<file path="config.mk">
export PLATFORM = sky130hd
export DESIGN_NAME = clk_div_int
export DESIGN_NICKNAME = d
export VERILOG_FILES = /design/src/rtl/clk_div_int.sv
export SDC_FILE = /design/constraint.sdc
export NUM_CORES = 1
export LEC_CHECK = 0
export CELL_PAD_IN_SITES_DETAIL_PLACEMENT = 1
export CELL_PAD_IN_SITES_GLOBAL_PLACEMENT = 1
export CORE_UTILIZATION = 45
export CTS_BUF_LIST = sky130_fd_sc_hd__clkbuf_8 sky130_fd_sc_hd__clkbuf_16
export CTS_CLUSTER_DIAMETER = 80
export CTS_CLUSTER_SIZE = 20
export DETAILED_ROUTE_END_ITERATION = 10
export PLACE_DENSITY_LB_ADDON = 0.1
export SYNTH_ARGS = -nofsm -noshare
export SYNTH_HDL_FRONTEND = slang
export SYNTH_SLANG_ARGS = --single-unit
</file>
<file path="constraint.sdc">
create_clock -name CLK -period 4.9 [get_ports CLK]
set_clock_uncertainty 0.1 [all_clocks]
set_input_delay 0.98 -clock CLK [delete_from_list [all_inputs] [get_ports CLK]]
set_output_delay 0.98 -clock CLK [all_outputs]
set_load 0.01 [all_outputs]
</file>
<file path="src/rtl/clk_div_int.sv">
// Integer clock divider: o_div_clk is CLK divided by a runtime ratio, with CLK passed
// straight through for ratios 0/1 or when disabled. o_period_tick marks each period end.
module clk_div_int #(
   parameter int div_ratio_width = 8
) (
   input  logic                       CLK,
   input  logic                       RST,
   input  logic                       clk_div_en,
   input  logic [div_ratio_width-1:0] i_div_ratio,
   output logic                       o_div_clk,
   output logic                       o_period_tick
);
   localparam int W = div_ratio_width;

   typedef enum logic {PH_LOW = 1'b0, PH_HIGH = 1'b1} phase_e;

   phase_e         div_clk_reg, div_clk_nxt;
   logic [W-1:0]   counter, counter_nxt;
   logic [W-1:0]   ratio_q, ratio_nxt;
   logic           tick_nxt;
   logic [W:0]     ratio_p1;
   logic [W-1:0]   low_len, high_len;
   logic           bypass;

   // N+1 needs the extra bit so N=2^W-1 still yields a LOW phase of 2^(W-1).
   assign ratio_p1 = {1'b0, ratio_q} + {{W{1'b0}}, 1'b1};
   assign low_len  = ratio_p1[W:1];
   assign high_len = ratio_q >> 1;
   assign bypass   = !clk_div_en || (ratio_q <= W'(1));

   always_comb begin
      div_clk_nxt = div_clk_reg;
      counter_nxt = counter;
      ratio_nxt   = ratio_q;
      tick_nxt    = 1'b0;
      if (bypass) begin
         div_clk_nxt = PH_LOW;
         counter_nxt = '0;
         ratio_nxt   = i_div_ratio;
      end else begin
         unique case (div_clk_reg)
            PH_LOW: begin
               if (counter == low_len - W'(1)) begin
                  div_clk_nxt = PH_HIGH;
                  counter_nxt = '0;
               end else begin
                  counter_nxt = counter + W'(1);
               end
            end
            PH_HIGH: begin
               // The ratio only changes here, so a running period is never cut short.
               if (counter == high_len - W'(1)) begin
                  div_clk_nxt = PH_LOW;
                  counter_nxt = '0;
                  tick_nxt    = 1'b1;
                  ratio_nxt   = i_div_ratio;
               end else begin
                  counter_nxt = counter + W'(1);
               end
            end
            default: begin
               div_clk_nxt = PH_LOW;
               counter_nxt = '0;
            end
         endcase
      end
   end

   always_ff @(posedge CLK or negedge RST) begin
      if (!RST) begin
         div_clk_reg   <= PH_LOW;
         counter       <= '0;
         ratio_q       <= '0;
         o_period_tick <= 1'b0;
      end else begin
         div_clk_reg   <= div_clk_nxt;
         counter       <= counter_nxt;
         ratio_q       <= ratio_nxt;
         o_period_tick <= tick_nxt;
      end
   end

   assign o_div_clk = bypass ? CLK : (div_clk_reg == PH_HIGH);

endmodule

</file>
==> impl_metrics.csv, run 1 <==
group,metric,value,unit
global_routing,antenna_found_initial,0,
global_routing,grt_pass1_wl,6090,um
clock_tree,clk_latency,360,ps
critical_path,cp_num_buf_inv,3,
sta,slew_viol_final,0,
global_routing,grt_max_degree,19,
clock_tree,cts_resized,0,
critical_path,slowest_delay,480,ps
layout,reg.largest.list,"counter: 8 flops, ratio_q: 8 flops",
floorplan,die_area,0.00351,mm^2
route,dr.pass1.iters,4,
power_and_ir_drop,power.internal,0.000355,W
floorplan,core_region_area,0.00308,mm^2
critical_path,path_cells,"clkbuf_8 > clkbuf_8 > mux2_2 > clkdlybuf4s50_1",
logic_synthesis,yosysMostFrequentCell,"dfrtp_1",
floorplan,rows,20,
logic_synthesis,yosys_warnings,0,
logic_synthesis,syn_avg_cell_area,10.2,um^2
critical_path,slowest_stage,"clkdlybuf4s50_1",
power_and_ir_drop,clkPwrFrac,0.385,
placed_design,numPortBuffers,12,
critical_path,worstPathMaxFanout,2,
logic_synthesis,synth_top_area_frac,0.305,
critical_path,cp.arrival,3420,ps
floorplan,io_pins,13,
layout,antennaDiodeCount,0,
sta,setup_tns,0,ps
critical_path,cp-start-kind,"clock port",
global_routing,grt_overflow,0,
sta,relSlewSlack,0.462,
clock_tree,cts_tree,"built",
logic_synthesis,yosysUniqueCellTypes,44,
logic_synthesis,ys_seq_elements,18,
logic_synthesis,synth_ff_type,"dfrtp_1",
run,drv_cap,0,
floorplan,chipHeight,59.3,um
power_and_ir_drop,power,0.000521,W
sta,setup_viol,0,
outcome,status,"completed",
logic_synthesis,synth_area_leaders,"dfrtp_1 31%, xnor2_1 8.9%, xor2_1 8.3%",
power_and_ir_drop,p_switching,0.000166,W
logic_synthesis,ys_top_cells_by_count,"18 x dfrtp_1, 15 x xnor2_1, 14 x xor2_1",
power_and_ir_drop,power.density,308,mW/mm^2
sta,hold_viol,0,
logic_synthesis,synth.largest_area_cell,"dfrtp_1",
floorplan,die_w,59.3,um
power_and_ir_drop,power_switching_share,0.318,
worst_hold_path,holdCritPathClass,"flip-flop to flip-flop",
logic_synthesis,syn_inst,145,
logic_synthesis,synth_edf_count,0,
layout,syn2layout_area_growth,14.4,%
layout,drive_above_1_share,0.166,
critical_path,crit_required,3820,ps
route,vias_per_cell,5.71,
route,via_count,1148,
floorplan,start_util,0.480,
sta,worst_slew_pin_slew,805,ps
clock_tree,cts_hold_buf,0,
power_and_ir_drop,pwr-share-comb,0.266,
critical_path,worstSetupPathType,"clock port to output pin",
sta,holdWs,496,ps
global_routing,grt_pass1_vias,1234,
route,drc,0,
clock_tree,post_cts_buffers,0,
clock_tree,clkSlewWorstSetupHoldPaths,70,ps
placed_design,dp_hpwl,2720,um
power_and_ir_drop,p_leak,0.669,nW
critical_path,crit_family,"buffers and inverters",
placed_design,gp_congestion,0.813,
route,wl_per_cell,18.2,um
logic_synthesis,ys_seq_area_frac,0.305,
critical_path,cpMostUsedCell,"clkbuf_8",
power_and_ir_drop,p_seq_frac,0.349,
critical_path,end_kind,"output pin",
logic_synthesis,netlist_area,0.00148,mm^2
logic_synthesis,synthArstFlopShare,1.00,
sta,grt_setup_unrepaired,"no",
layout,finalNetCount,176,
route,wl,3660,um
power_and_ir_drop,irDropWorstVdd,0.170,mV
route,drtIter0Drc,20,
logic_synthesis,synth.net_count,163,
route,antenna_left,0,
layout,final_core_util,0.549,
global_routing,track_usage,0.247,
-- per-stage QoR --
stage	setup slack, ps	instances	instance area, um^2
after global routing	370	201	1690
after global placement	667	194	1590
after detailed placement	667	194	1590
after CTS	382	201	1690
after floorplan	1100	145	1480
final	398	201	1690
-- layer usage --
metal  vias up  global-route usage  share of wire
li1        543                   -              -
met1       589               0.291           0.44
met2        14               0.433           0.54
met3         2              0.0546          0.021
met4         0              0.0986         0.0016
met5         -                   0              0
-- final timing paths --
kind                            start          to  slack [ps]  cells after the start
min reg2reg                counter[0]  counter[0]         500                      1
max in group asynchronous         RST  ratio_q[5]        3210                      1
min                        counter[0]  counter[0]         500                      1
max reg2reg                ratio_q[2]  counter[0]        1820                      7
min in group asynchronous         RST  ratio_q[2]         990                      1
max                               CLK   o_div_clk         400                      4
-- layout by cell type, fill, tap and decap left out, types with 3 or more instances in the layout --
master	instances
a211oi_1	7
nand3_1	11
nand2_1	5
dfrtp_1	18
nor2_1	6
o31ai_1	3
mux2_2	7
clkbuf_8	7
or3_1	4
clkdlybuf4s50_1	12
o21ai_0	3
xnor2_1	15
xor2_1	14
inv_1	6
ha_1	7
-- power by group through the flow --
stage	Clock, W	Combinational, W	Sequential [W]
4_1_cts	0.000208	0.000140	0.000182
2_1_floorplan	0.00000731	0.000116	0.000171
5_1_grt	0.000213	0.000152	0.000184
3_5_place_dp	0.0000153	0.000138	0.000184
6_report	0.000200	0.000138	0.000182
3_3_place_gp	0.0000153	0.000132	0.000183
-- cells by family after synthesis --
logic type | synth area share
simple gates | 0.187
xor+xnor | 0.183
compound gates | 0.136
flops | 0.305
buf+inv | 0.0551
mux | 0.0737
fa+ha+maj | 0.0593
-- worst register-to-register path, cell delays in order (launching register included) --
cell,delay [ps]
dfrtp_1,540
ha_1,290
nand4_1,180
xnor2_1,190
nand4b_1,250
or4_4,600
a2111oi_4,630
a211oi_1,160
-- area by class of cell --
class                           instances  area [um^2]
Fill cell                             350         1390
Multi-Input combinational cell        114          945
Sequential cell                        18          450
Timing Repair Buffer                   11          110
Clock buffer                            8          106
Tap cell                               44         55.1
Inverter                                6         22.5
No activity file was read; power rests on OpenSTA's default activity.
==> run 2, diff against run 1 <==
- clock period: 4.9 -> 4.39 ns (I/O delays scaled with it)
==> run 2 against run 1 <==
Net effect: wire length down 5.3%; flip-flop and latch count unchanged; count of clock-buffer cells in the layout down 1; design area down 0.81%; final cell count down 0.50%; critical endpoint unchanged; utilization down 0.45 points; worst hold slack better by 18 ps; first-iteration DRC count up 140%; clock power about the same; sequential power up 11%; register-to-register slack worse by 480 ps; die area unchanged.
==> impl_metrics.csv, run 2 (synthesized netlist as in run 1, its figures left out) <==
group,metric,value,unit
clock_tree,clkSlewWorstSetupHoldPaths,60,ps
route,antenna_left,0,
clock_tree,cts_tree,"built",
sta,setup_tns,0,ps
layout,reg.largest.list,"counter: 8 flops, ratio_q: 8 flops",
global_routing,grt_max_degree,19,
power_and_ir_drop,p_seq_frac,0.362,
worst_hold_path,holdCritPathClass,"flip-flop to flip-flop",
route,wl,3460,um
route,dr.pass1.iters,4,
layout,final_core_util,0.544,
critical_path,reg2reg_to,"counter[3]",
floorplan,start_util,0.480,
layout,finalNetCount,176,
power_and_ir_drop,power.density,333,mW/mm^2
power_and_ir_drop,p_leak,0.662,nW
layout,antennaDiodeCount,0,
placed_design,placed_area,0.00159,mm^2
power_and_ir_drop,power,0.000558,W
clock_tree,post_cts_buffers,0,
clock_tree,clk_latency,360,ps
placed_design,numPortBuffers,12,
power_and_ir_drop,p_switching,0.000180,W
critical_path,r2r_cells,7,
sta,relSlewSlack,0.472,
route,drc,0,
global_routing,track_usage,0.241,
critical_path,cp.arrival,3180,ps
power_and_ir_drop,clkPwrFrac,0.362,
power_and_ir_drop,irDropWorstVdd,0.202,mV
power_and_ir_drop,power_switching_share,0.323,
sta,worst_slew_pin_slew,789,ps
outcome,status,"completed",
power_and_ir_drop,pwr-share-comb,0.276,
critical_path,crit_required,3410,ps
sta,grt_setup_unrepaired,"no",
placed_design,gp_congestion,0.845,
run,drv_cap,0,
route,drtIter0Drc,48,
critical_path,end_kind,"output pin",
critical_path,crit_end,"o_div_clk",
clock_tree,cts_hold_buf,0,
floorplan,core_region_area,0.00308,mm^2
global_routing,antenna_found_initial,0,
route,via_count,1126,
critical_path,cp-start-kind,"clock port",
placed_design,dp_hpwl,2650,um
critical_path,worstSetupPathType,"clock port to output pin",
global_routing,grt_pass1_vias,1237,
layout,final_common_cell,"dfrtp_1",
global_routing,grt_pass1_wl,6090,um
sta,slew_viol_final,0,
critical_path,worstPathMaxFanout,2,
floorplan,io_pins,13,
layout,finalInstanceArea,0.00168,mm^2
critical_path,crit_start,"CLK",
layout,fillers,345,
critical_path,ff2ff_setup_slack,1340,ps
layout,final_cell_mix,"18 x dfrtp_1, 15 x xnor2_1, 14 x xor2_1, 12 x clkdlybuf4s50_1, 11 x nand3_1",
route,wl_per_cell,17.3,um
floorplan,die_area,0.00351,mm^2
sta,holdWs,515,ps
clock_tree,cts_resized,0,
floorplan,chipHeight,59.3,um
layout,drive_above_1_share,0.160,
power_and_ir_drop,power.internal,0.000378,W
route,vias_per_cell,5.63,
sta,hold_viol,0,
floorplan,die_w,59.3,um
layout,syn2layout_area_growth,13.5,%
critical_path,regToRegStartpoint,"ratio_q[1]",
sta,setup_viol,0,
global_routing,grt_overflow,0,
floorplan,rows,20,
## run 2: stage by stage
stage | instances | setup slack, ps
floorplan | 145 | 945
global placement | 194 | 514
detailed placement | 194 | 514
CTS | 200 | 210
global route | 200 | 208
finish | 200 | 231
## run 2: critical path, stage by stage
cell and delay (ps):
clkbuf_8 110, clkbuf_8 110, mux2_2 270, clkdlybuf4s50_1 490
## run 2: how the worst min path moves through the flow
stage                           from         end  cells after the start
after floorplan           counter[0]  counter[0]                      1
after global placement    counter[0]  counter[0]                      1
after detailed placement  counter[0]  counter[0]                      1
after CTS                 counter[0]  counter[0]                      1
after global routing      counter[0]  counter[0]                      1
final                     counter[0]  counter[0]                      1
## run 2: power by group through the flow
stage	Clock [W]	Sequential [W]	Combinational, W
after detailed placement	0.0000171	0.000205	0.000153
after global placement	0.0000171	0.000204	0.000147
final	0.000202	0.000202	0.000154
after floorplan	0.00000816	0.000191	0.000129
after global routing	0.000216	0.000204	0.000172
after CTS	0.000208	0.000202	0.000156
## run 2: area by class of cell
class                           instances  area [um^2]  area share
Clock buffer                            7         92.6      0.0553
Tap cell                               44         55.1      0.0329
Multi-Input combinational cell        114          945       0.564
Timing Repair Buffer                   11          110      0.0657
Sequential cell                        18          450       0.269
Inverter                                6         22.5      0.0134
## run 2: routing by layer
layer | GRT usage | part of all wire
met4 | 0.0884 | 0.019
met1 | 0.304 | 0.44
met3 | 0.0502 | 0.023
met5 | 0 | 0
met2 | 0.404 | 0.51
